### src/rtl/tick_gen_if.sv
// Control and output bundle for tick_gen: divisor loading, mode select, enable/clear
// and the per-channel registered outputs.
interface tick_gen_if #(
    parameter int unsigned NUM_CH = 3,
    parameter int unsigned CNT_W  = 26
);
    logic              enable;
    logic              sync_clr;
    logic              load;
    logic [2:0]        load_ch;
    logic [CNT_W-1:0]  load_div;
    logic [NUM_CH-1:0] mode;
    logic [NUM_CH-1:0] ch_out;
    logic [NUM_CH-1:0] tick;

    modport master (
        output enable, sync_clr, load, load_ch, load_div, mode,
        input  ch_out, tick
    );

    modport slave (
        input  enable, sync_clr, load, load_ch, load_div, mode,
        output ch_out, tick
    );
endinterface

### src/rtl/tick_gen.sv
// Multi-channel programmable divider: each channel counts to its divisor and emits a
// terminal-count strobe, driving either a square wave (toggle) or a one-cycle pulse.
module tick_gen #(
    parameter int unsigned NUM_CH      = 3,
    parameter int unsigned CNT_W       = 26,
    parameter int unsigned DIV_DEFAULT = 49_999_999
) (
    input logic        clk,
    input logic        reset,
    tick_gen_if.slave  bus
);
    localparam logic [CNT_W-1:0] DivInit = CNT_W'(DIV_DEFAULT);
    localparam logic [CNT_W-1:0] CntOne  = CNT_W'(1);

    logic [CNT_W-1:0]  div_q [NUM_CH];
    logic [CNT_W-1:0]  div_d [NUM_CH];
    logic [CNT_W-1:0]  cnt_q [NUM_CH];
    logic [CNT_W-1:0]  cnt_d [NUM_CH];
    logic [NUM_CH-1:0] out_q, out_d;
    logic [NUM_CH-1:0] tick_q, tick_d;
    logic [NUM_CH-1:0] mode_q;
    logic [NUM_CH-1:0] evt;
    logic [NUM_CH-1:0] load_hit;
    logic [NUM_CH-1:0] prev_out;

    // Out-of-range load_ch never matches any channel, so such loads are dropped.
    always_comb begin
        for (int i = 0; i < NUM_CH; i++) begin
            evt[i]      = (cnt_q[i] >= div_q[i]);
            load_hit[i] = bus.load && (bus.load_ch == 3'(i));
            // Leaving pulse mode restarts the square wave from low.
            prev_out[i] = mode_q[i] ? 1'b0 : out_q[i];
        end
    end

    always_comb begin
        for (int i = 0; i < NUM_CH; i++) begin
            div_d[i]  = div_q[i];
            cnt_d[i]  = cnt_q[i];
            out_d[i]  = out_q[i];
            tick_d[i] = 1'b0;
            if (bus.sync_clr) begin
                cnt_d[i] = '0;
                out_d[i] = 1'b0;
            end else if (load_hit[i]) begin
                div_d[i] = bus.load_div;
                cnt_d[i] = '0;
                out_d[i] = 1'b0;
            end else if (bus.enable) begin
                cnt_d[i]  = evt[i] ? '0 : cnt_q[i] + CntOne;
                tick_d[i] = evt[i];
                out_d[i]  = bus.mode[i] ? evt[i] : (prev_out[i] ^ evt[i]);
            end else begin
                out_d[i] = bus.mode[i] ? 1'b0 : prev_out[i];
            end
        end
    end

    always_ff @(posedge clk or posedge reset) begin
        if (reset) begin
            for (int i = 0; i < NUM_CH; i++) begin
                div_q[i] <= DivInit;
                cnt_q[i] <= '0;
            end
            out_q  <= '0;
            tick_q <= '0;
            mode_q <= '0;
        end else begin
            div_q  <= div_d;
            cnt_q  <= cnt_d;
            out_q  <= out_d;
            tick_q <= tick_d;
            mode_q <= bus.mode;
        end
    end

    assign bus.ch_out = out_q;
    assign bus.tick   = tick_q;
endmodule

### src/flat_wrapper.sv
// flat-port wrapper written by rule: the top's interface ports become plain ports
module tick_gen_flat 
#(
    parameter int unsigned NUM_CH      = 3,
    parameter int unsigned CNT_W       = 26,
    parameter int unsigned DIV_DEFAULT = 49_999_999
)
  (clk, reset, bus_enable, bus_sync_clr, bus_load, bus_load_ch, bus_load_div, bus_mode, bus_ch_out, bus_tick);
  tick_gen_if #(.NUM_CH(NUM_CH), .CNT_W(CNT_W)) bus_i ();
  input logic clk;
  input logic reset;
  input wire logic [$bits(bus_i.enable)-1:0] bus_enable;
  input wire logic [$bits(bus_i.sync_clr)-1:0] bus_sync_clr;
  input wire logic [$bits(bus_i.load)-1:0] bus_load;
  input wire logic [$bits(bus_i.load_ch)-1:0] bus_load_ch;
  input wire logic [$bits(bus_i.load_div)-1:0] bus_load_div;
  input wire logic [$bits(bus_i.mode)-1:0] bus_mode;
  output wire logic [$bits(bus_i.ch_out)-1:0] bus_ch_out;
  output wire logic [$bits(bus_i.tick)-1:0] bus_tick;
  assign bus_i.enable = bus_enable;
  assign bus_i.sync_clr = bus_sync_clr;
  assign bus_i.load = bus_load;
  assign bus_i.load_ch = bus_load_ch;
  assign bus_i.load_div = bus_load_div;
  assign bus_i.mode = bus_mode;
  assign bus_ch_out = bus_i.ch_out;
  assign bus_tick = bus_i.tick;
  tick_gen #(.NUM_CH(NUM_CH), .CNT_W(CNT_W), .DIV_DEFAULT(DIV_DEFAULT)) u_core (.clk(clk), .reset(reset), .bus(bus_i));
endmodule
### config.mk
export PLATFORM = sky130hd
export DESIGN_NAME = tick_gen_flat
export DESIGN_NICKNAME = d
export VERILOG_FILES = /design/src/rtl/tick_gen_if.sv /design/src/rtl/tick_gen.sv /design/src/flat_wrapper.sv
export SDC_FILE = /design/constraint.sdc
export NUM_CORES = 1
export LEC_CHECK = 0
export CAP_MARGIN = 20
export CORE_MARGIN = 2
export CORE_UTILIZATION = 60
export CTS_BUF_LIST = sky130_fd_sc_hd__clkbuf_16
export DETAILED_ROUTE_END_ITERATION = 10
export PLACE_DENSITY_LB_ADDON = 0.05
export SYNTH_ARGS = -nofsm -noshare
export SYNTH_HDL_FRONTEND = slang
export SYNTH_SLANG_ARGS = --single-unit
### constraint.sdc
create_clock -name clk -period 7.2 [get_ports clk]
set_clock_uncertainty 0.05 [all_clocks]
set_input_delay 1.44 -clock clk [delete_from_list [all_inputs] [get_ports clk]]
set_output_delay 1.44 -clock clk [all_outputs]
set_load 0.005 [all_outputs]
# [After elaboration in Yosys (flattened, before gate mapping)]
# Cells that the tools add are included.
[word_totals] regBits=165 input_bits=37 out_inout_bits=6
[op_classes] add_sub_neg=3 magnitude_cmp=3 eq_ne=2 muxes=39 bitwise=4 n_reduce_logical=10
[ops] cell="$mux W26" n=12
[ops] cell="$add A26 B1 Y26 const B" n=3
[ops] cell="$ge A26 B26 Y1" n=3
[ops] cell="$mux W1" n=27
[ops] cell="$reduce_bool A3 Y1" n=3
[ops] cell="$reduce_and A2 Y1" n=3
[ops] cell="$eq A3 B1 Y1 const B" n=1
[ops] cell="$eq A3 B2 Y1 const B" n=1
[ops] cell="$logic_and A1 B1 Y1" n=3
[ops] cell="$logic_not A3 Y1" n=1
[ops] cell="$xor A1 B1 Y1" n=3
[ops] cell="$not A1 Y1" n=1

# [Depth between registers and ports, before layout]
# Gate-level depths: netlist (run 1).
[logic_depth] word_depth=6 ltp_mapped=10 depth_no_buf=9

# [Least setup slack after synthesis (run 1)]
# No wires, ideal clock.
[synth_timing] path_type="input-to-reg" start="input bus_load_ch[2]" end="register u_core.cnt_q[24] (netlist bit)" setup_time_ps=90 arrival_time_ps=2797 required_ps=7060 slack_ps=4263 cell_stages=7 n_path_buf=1 cell_sequence="nand2b_1 -> nor2_1 -> a21o_1 -> or3_1 -> buf_2 -> or3_1 -> o211ai_1"
[synth_between] elab_chain_len=4 word_cells_on_any_way=5 cone_classes="eq/ne: 1; mux: 2; reduce/logical: 2"
[synth_rtl] element="start, declared" line_no="flat_wrapper.sv:15" source="input wire logic [$bits(bus_i.load_ch)-1:0] bus_load_ch;"
[synth_rtl] element="$eq A3 B2 Y1 (*)" line_no="tick_gen.sv:30" source="load_hit[i] = bus.load && (bus.load_ch == 3'(i));"
[synth_rtl] element="$logic_and A1 B1 Y1 (*)" line_no="tick_gen.sv:30"
[synth_rtl] element="$mux W26" line_no="tick_gen.sv:45" source="end else if (load_hit[i]) begin"
[synth_rtl] element="$mux W26" line_no="tick_gen.sv:42" source="if (bus.sync_clr) begin"
[synth_rtl] element="end signal, assigned" line_no="tick_gen.sv:70" source="cnt_q <= cnt_d;"
[synth_rtl] element="end, declared" line_no="tick_gen.sv:17" source="logic [CNT_W-1:0] cnt_q [NUM_CH];"
# Mark *: on every way between the ends. The rest lies on a longest branch, timed or not.
# A chain may end at the register's enable or synchronous reset.

# [Worst setup path after layout (run 1)]
[layout_timing] start="input bus_load_ch[2]" end="register u_core.cnt_q[37] (netlist bit)"
[layout_between] elab_chain_len=4 word_cells_on_any_way=5 cone_classes="eq/ne: 1; mux: 2; reduce/logical: 2"
[layout_rtl] element="$eq A3 B1 Y1 (*)" line_no="tick_gen.sv:30"
[layout_rtl] element="$logic_and A1 B1 Y1 (*)" line_no="tick_gen.sv:30"
[layout_rtl] element="$mux W26" line_no="tick_gen.sv:45"
[layout_rtl] element="$mux W26" line_no="tick_gen.sv:42"
# Marked as above.

==> metrics.cfg, run 1 <==
[routing]
via_per_inst = 6.030
dr.pass1.iters = 7
drtIter0Drc = 776
ant_nets = 0
wire_per_inst_um = 17.56
wirelength_um = 23670
drc = 0
dr_total_vias = 8128

[cts]
cts_setup_buffers = 0
cts_max_path_buffers = 2
clk_pin_slew_ns = 0.07
root_buffer = clkbuf_16
clock_latency_ns = 0.43
cts_buffers = 17
post_cts_resized = 0
cts.hold.buffers_added = 0
cts_tree = done
htreeDepth = 4
cts.sinks = 165

[logic_synthesis]
synth_top_cell_area_share = 0.2841
ys_seq_area_frac = 0.4292
syn_inst = 1089
syn-cell-area_mm2 = 0.009777
ys_top_cells_by_area = dfrtp_1 (28%), dfstp_2 (15%), ha_1 (10%)
synth.avg_cell_area_um2 = 8.978
async_flop_share = 1.000
ys_types = 62
synthesis.nets = 1207
synth-seq-cells = 165
yosys.area.top_type = dfrtp_1
synth_edf_count = 0
yosysMostFrequentCell = nand2_1
ys.flop_type = dfrtp_1
yosys-top-cells-count = nand2_1 (168), dfrtp_1 (111), o21ai_0 (97)
ys_warn_count = 0

[die]
die_w_um = 131.7
dieArea_mm2 = 0.01733
die_height_um = 131.7
initial_core_util = 0.6155
rows = 46
io_pins = 43
core_mm2 = 0.01589

[sta]
period_share = 0.5273
tightestPinTransition_ns = 1.087
finalHoldViolations = 0
fin_crit_ns = 3.797
max_freq_mhz = 263.4
finalSetupViolCount = 0
maxSlewViolCount = 0
tns_ns = 0
max_slew_margin = 0.2745
rsz0062_at_grt = false

[cells_and_area]
area_growth_pct = 13.26
antennaDiodeCount = 0
drive_above_1_share = 0.1237
final_nets = 1237
seq_area_mm2 = 0.004197
fin_util = 0.6971
multi_input_area_mm2 = 0.005080
nFillCells = 1282

[setup_path]
worst-path-max-fanout = 14
arrival_ns = 4.11
cp-start-kind = input pin
end_kind = flip-flop
critPathRequiredTime_ns = 7.51
worstSetupPathType = in -> reg
ff2ff_path_depth = 8

[power]
powerDensity_mw_per_mm2 = 228.3
p_leak_nw = 4.854
peakVddDrop_mv = 0.1806

[grt]
grt_usage = 0.2839
grt_pass1_wl_um = 39540
antenna_found_initial = 0
grt_overflow = 0
grt_pass1_vias = 7759
grt_max_degree = 69

[place]
dp_hpwl_um = 16680
io_buffers = 42
gp_congestion = 0.8487

[run_status]
status = completed

[run]
cap_violations = 0

[min_path]
min_path_cells = 2
hold_class = reg -> reg

-- power by group --
part,internal (mW),switching (mW)
Sequential,1.08,0.0421
Clock,0.641,0.393
Combinational,0.146,0.221
-- metal layers --
layer,track usage,part of all wire,up-vias
li1,-,-,3979
met1,0.3990,0.46,3873
met2,0.4540,0.47,241
met3,0.05131,0.052,35
met4,0.07729,0.017,0
met5,0,0,-
-- registers in the layout (all words and copies together), names as in the netlist --
signal	flops
u_core.bus.ch_out	3
u_core.bus.tick	3
u_core.cnt_q	78
u_core.div_q	78
u_core.mode_q	3
-- per-stage QoR --
stage	power (mW)	area (um2)	hold WS, ns	cells	setup slack [ns]
floorplan	1.387	9777	0.4089	1089	1.338
CTS	2.544	11070	0.4587	1347	3.472
global placement	1.493	10390	0.4373	1315	3.057
detailed placement	1.509	10390	0.4437	1315	3.027
global route	2.652	11070	0.4673	1348	3.179
finish	2.528	11070	0.4550	1348	3.403
-- logic make-up after synthesis --
logic type,after synthesis,synth area share
AOI/OAI and AO/OA,255,0.1685
adders and majority gates,81,0.1037
and+or+nand+nor,415,0.2058
buffers and inverters,136,0.05247
muxes,28,0.03225
DFF,165,0.4292
xor gates and xnor gates,9,0.008062
-- layout make-up --
| type | count | share of cell area |
|---|---|---|
| multi-input cells | 788 | 0.4588 |
| clock buffers | 18 | 0.04068 |
| repair buffers | 51 | 0.04407 |
| clock inverters | 14 | 0.02011 |
| well taps | 216 | 0.02441 |
| inverters | 96 | 0.03299 |
| flip-flops and latches | 165 | 0.3790 |
-- worst max-delay path, cell delays in order --
cell and delay (ns):
clkdlybuf4s50_1 0.44, nand2b_1 0.21, nor2_1 0.08, a21oi_1 0.35, o211ai_1 0.46, nor2_1 0.89
a22o_1 0.23
-- layout by cell type, fill, tap and decap left out, drive strengths merged, types with 5 or more instances in the layout --
master and instances:
a211oi 6, a21o 8, a21oi 42, a221o 7, a22o 13, a22oi 5, and3 17, buf 9
bufinv 5, clkbuf 18, clkdlybuf4s50 42, dfrtp 111, dfstp 54, ha 81, inv 100, mux2 28
nand2 169, nand2b 7, nand3 43, nand4 26, nor2 65, nor2b 5, nor3 24, nor3b 6
nor4 22, nor4b 5, o2111ai 5, o211ai 25, o21ai 101, o311ai 6, o31ai 7, or3 6
xnor2 5
-- worst paths after layout --
path                                  startpoint          endpoint  slack [ns]
worst max-delay path              bus_load_ch[2]  u_core.cnt_q[37]        3.40
worst min-delay path            u_core.div_q[17]  u_core.div_q[17]        0.46
worst max register to register  u_core.cnt_q[35]  u_core.cnt_q[37]        3.78
worst min register to register  u_core.div_q[17]  u_core.div_q[17]        0.46
max in group asynchronous                  reset   u_core.cnt_q[7]        4.64
min in group asynchronous                  reset  u_core.cnt_q[34]        1.31
No activity file was read; power rests on OpenSTA's default activity.
==> run 2, diff against run 1 <==
==> constraint.sdc (replaced) <==
create_clock -name clk -period 3.6 [get_ports clk]
set_clock_uncertainty 0.05 [all_clocks]
set_input_delay 0.72 -clock clk [delete_from_list [all_inputs] [get_ports clk]]
set_output_delay 0.72 -clock clk [all_outputs]
set_load 0.005 [all_outputs]
==> metrics.cfg, run 2 (synthesis gave the netlist of run 1 again) <==
[min_path]
min_path_cells = 2  ; unchanged
hold_class = reg -> reg
min_from = u_core.div_q[12]

[place]
io_buffers = 42  ; unchanged
preCtsSetupSlack_ns = 0.5446  ; -2.483 ns
place_area_mm2 = 0.01053  ; +1.4%
dp.cells = 1329  ; +1.1%
dp_hpwl_um = 17450  ; +4.6%
gp_congestion = 0.9646  ; +14%

[routing]
ant_nets = 0  ; unchanged
via_per_inst = 6.071  ; +0.68%
dr_total_vias = 8262  ; +1.6%
wire_per_inst_um = 17.85  ; +1.7%
wirelength_um = 24290  ; +2.6%
drtIter0Drc = 647  ; -17%
dr.pass1.iters = 5  ; -2
drc = 0  ; unchanged

[power]
clkPwrFrac = 0.370  ; -0.039
p_int_mw = 3.482  ; +86%
power_switching_share = 0.2711  ; +0.01145
powerDensity_mw_per_mm2 = 430.5  ; +89%
p_leak_nw = 4.877  ; +0.46%
peakVddDrop_mv = 0.3894  ; +120%
seq_power_share = 0.472  ; +0.026
finalPower_mw = 4.777  ; +89%
p_sw_mw = 1.295  ; +97%
comb_power_share = 0.158  ; +0.013

[cts]
cts_tree = done
cts.hold.buffers_added = 0  ; unchanged
cts.sinks = 165  ; unchanged
clock_latency_ns = 0.43  ; about the same
cts_buffers = 17  ; unchanged
htreeDepth = 4  ; unchanged
cts_max_path_buffers = 2  ; unchanged
root_buffer = clkbuf_16
clk_pin_slew_ns = 0.06  ; about the same
post_cts_resized = 0  ; unchanged
cts_setup_buffers = 0  ; unchanged

[sta]
rsz0062_at_grt = false
finalHoldViolations = 0  ; unchanged
fin_ws_ns = 0.4860  ; -2.917 ns
fin_crit_ns = 3.114
max_slew_margin = 0.3478  ; +0.07333
finalSetupViolCount = 0  ; unchanged
maxSlewViolCount = 0  ; unchanged
max_freq_mhz = 321.1
period_share = 0.8650
tightestPinTransition_ns = 0.9740  ; -0.1131 ns
tns_ns = 0  ; unchanged

[die]
dieArea_mm2 = 0.01733  ; unchanged
die_w_um = 131.7  ; unchanged
die_height_um = 131.7  ; unchanged
core_mm2 = 0.01589  ; unchanged
initial_core_util = 0.6155  ; unchanged
rows = 46  ; unchanged
io_pins = 43  ; unchanged

[setup_path]
end_kind = flip-flop
crit_slowest_cell = or4_1
r2r_slack_ns = 0.49  ; -3.29 ns
slowest_delay_ns = 0.62  ; -0.27 ns
rr_startpoint = u_core.cnt_q[35]
crit_top_cell = a21oi_1
critical_path.cell_chain = ha_1 > a21oi_1 > o21ai_0 > a221o_1 > a21oi_1 > o211ai_1 > or4_1 > nand3_1
path_depth = 8  ; +1
worstSetupPathType = reg -> reg
worst-path-max-fanout = 14  ; unchanged
path_buf_inv = 0  ; -1
arrival_ns = 3.43  ; -0.68 ns
critPathRequiredTime_ns = 3.91  ; -3.60 ns
critPathTopFamily = compound AO/OA/AOI/OAI gates
ff2ff_path_depth = 8  ; unchanged
cp-start-kind = flip-flop
critPathLaunch = u_core.cnt_q[35]

[grt]
grt_pass1_wl_um = 40390  ; +2.1%
grt_overflow = 0  ; unchanged
antenna_found_initial = 0  ; unchanged
grt_pass1_vias = 7815  ; +0.72%
grt_max_degree = 100  ; +45%
grt_usage = 0.2912  ; +0.007303

[cells_and_area]
reg.largest.list = u_core.cnt_q x78, u_core.div_q x78
most-common-layout-cells = nand2_1 (168), dfrtp_1 (111), o21ai_0 (97)
drive_above_1_share = 0.1310  ; +0.007329
final_common_cell = nand2_1
final_cell_area_mm2 = 0.01110  ; +0.21%
area_growth_pct = 13.50
final_cell_count_no_fill = 1361  ; +0.96%
final_nets = 1250  ; +1.1%
antennaDiodeCount = 0  ; unchanged

[run_status]
status = completed

[run]
cap_violations = 0  ; unchanged

run 2: changes by cell type in the layout (fill, tap and decap cells not counted):
cell / previous run / this run
buf_12: 0 / 3
inv_1: 96 / 95
clkinv_2: 1 / 4
inv_6: 2 / 1
clkbuf_16: 18 / 17
bufinv_16: 5 / 2
clkinv_4: 2 / 3
buf_4: 9 / 19
inv_8: 2 / 0
clkinv_1: 0 / 4
run 2: metrics by stage:
stage | utilization | hold slack [ns]
after floorplan | - | 0.4089
after global placement | 0.6631 | 0.4386
after detailed placement | 0.6631 | 0.4428
after CTS | 0.6986 | 0.4563
after global routing | 0.6986 | 0.4717
final | 0.6986 | 0.4582
run 2: worst paths after layout:
kind                                          to
min in group asynchronous       u_core.mode_q[0]
worst max register to register  u_core.cnt_q[39]
max in group asynchronous       u_core.cnt_q[74]
worst max-delay path            u_core.cnt_q[39]
worst min-delay path            u_core.div_q[12]
worst min register to register  u_core.div_q[12]
run 2: final cells by class:
class | instances | area, um2
clock inverter | 15 | 137.6
tap | 216 | 270.3
clock buffer | 17 | 425.4
timing repair buffer | 64 | 623.1
multi-input combinational | 788 | 5080
fill | 1290 | 4788
inverter | 96 | 364.1
sequential | 165 | 4197
run 2: worst register-to-register path: stages (launching register included):
cell      delay, ns
dfrtp_1        0.48
ha_1           0.39
a21oi_1        0.13
o21ai_0        0.09
a221o_1        0.36
a21oi_1        0.35
o211ai_1       0.48
or4_1          0.62
nand3_1        0.10
run 2: metal layers:
| metal | GRT usage | up-vias | wire length (um) |
|---|---|---|---|
| met4 | 0.09722 | 0 | 503 |
| met1 | 0.4047 | 3986 | 10800 |
| met2 | 0.4686 | 243 | 11580 |
| met5 | 0 | - | 0 |
| met3 | 0.04475 | 37 | 1412 |
| li1 | - | 3996 | - |
run 2: power groups by stage:
stage	clock network, mW	logic (mW)	registers (mW)
floorplan	0	0.520	2.26
CTS	1.79	0.764	2.25
global placement	0	0.724	2.28
detailed placement	0	0.756	2.28
finish	1.77	0.756	2.25
global route	1.87	0.864	2.27
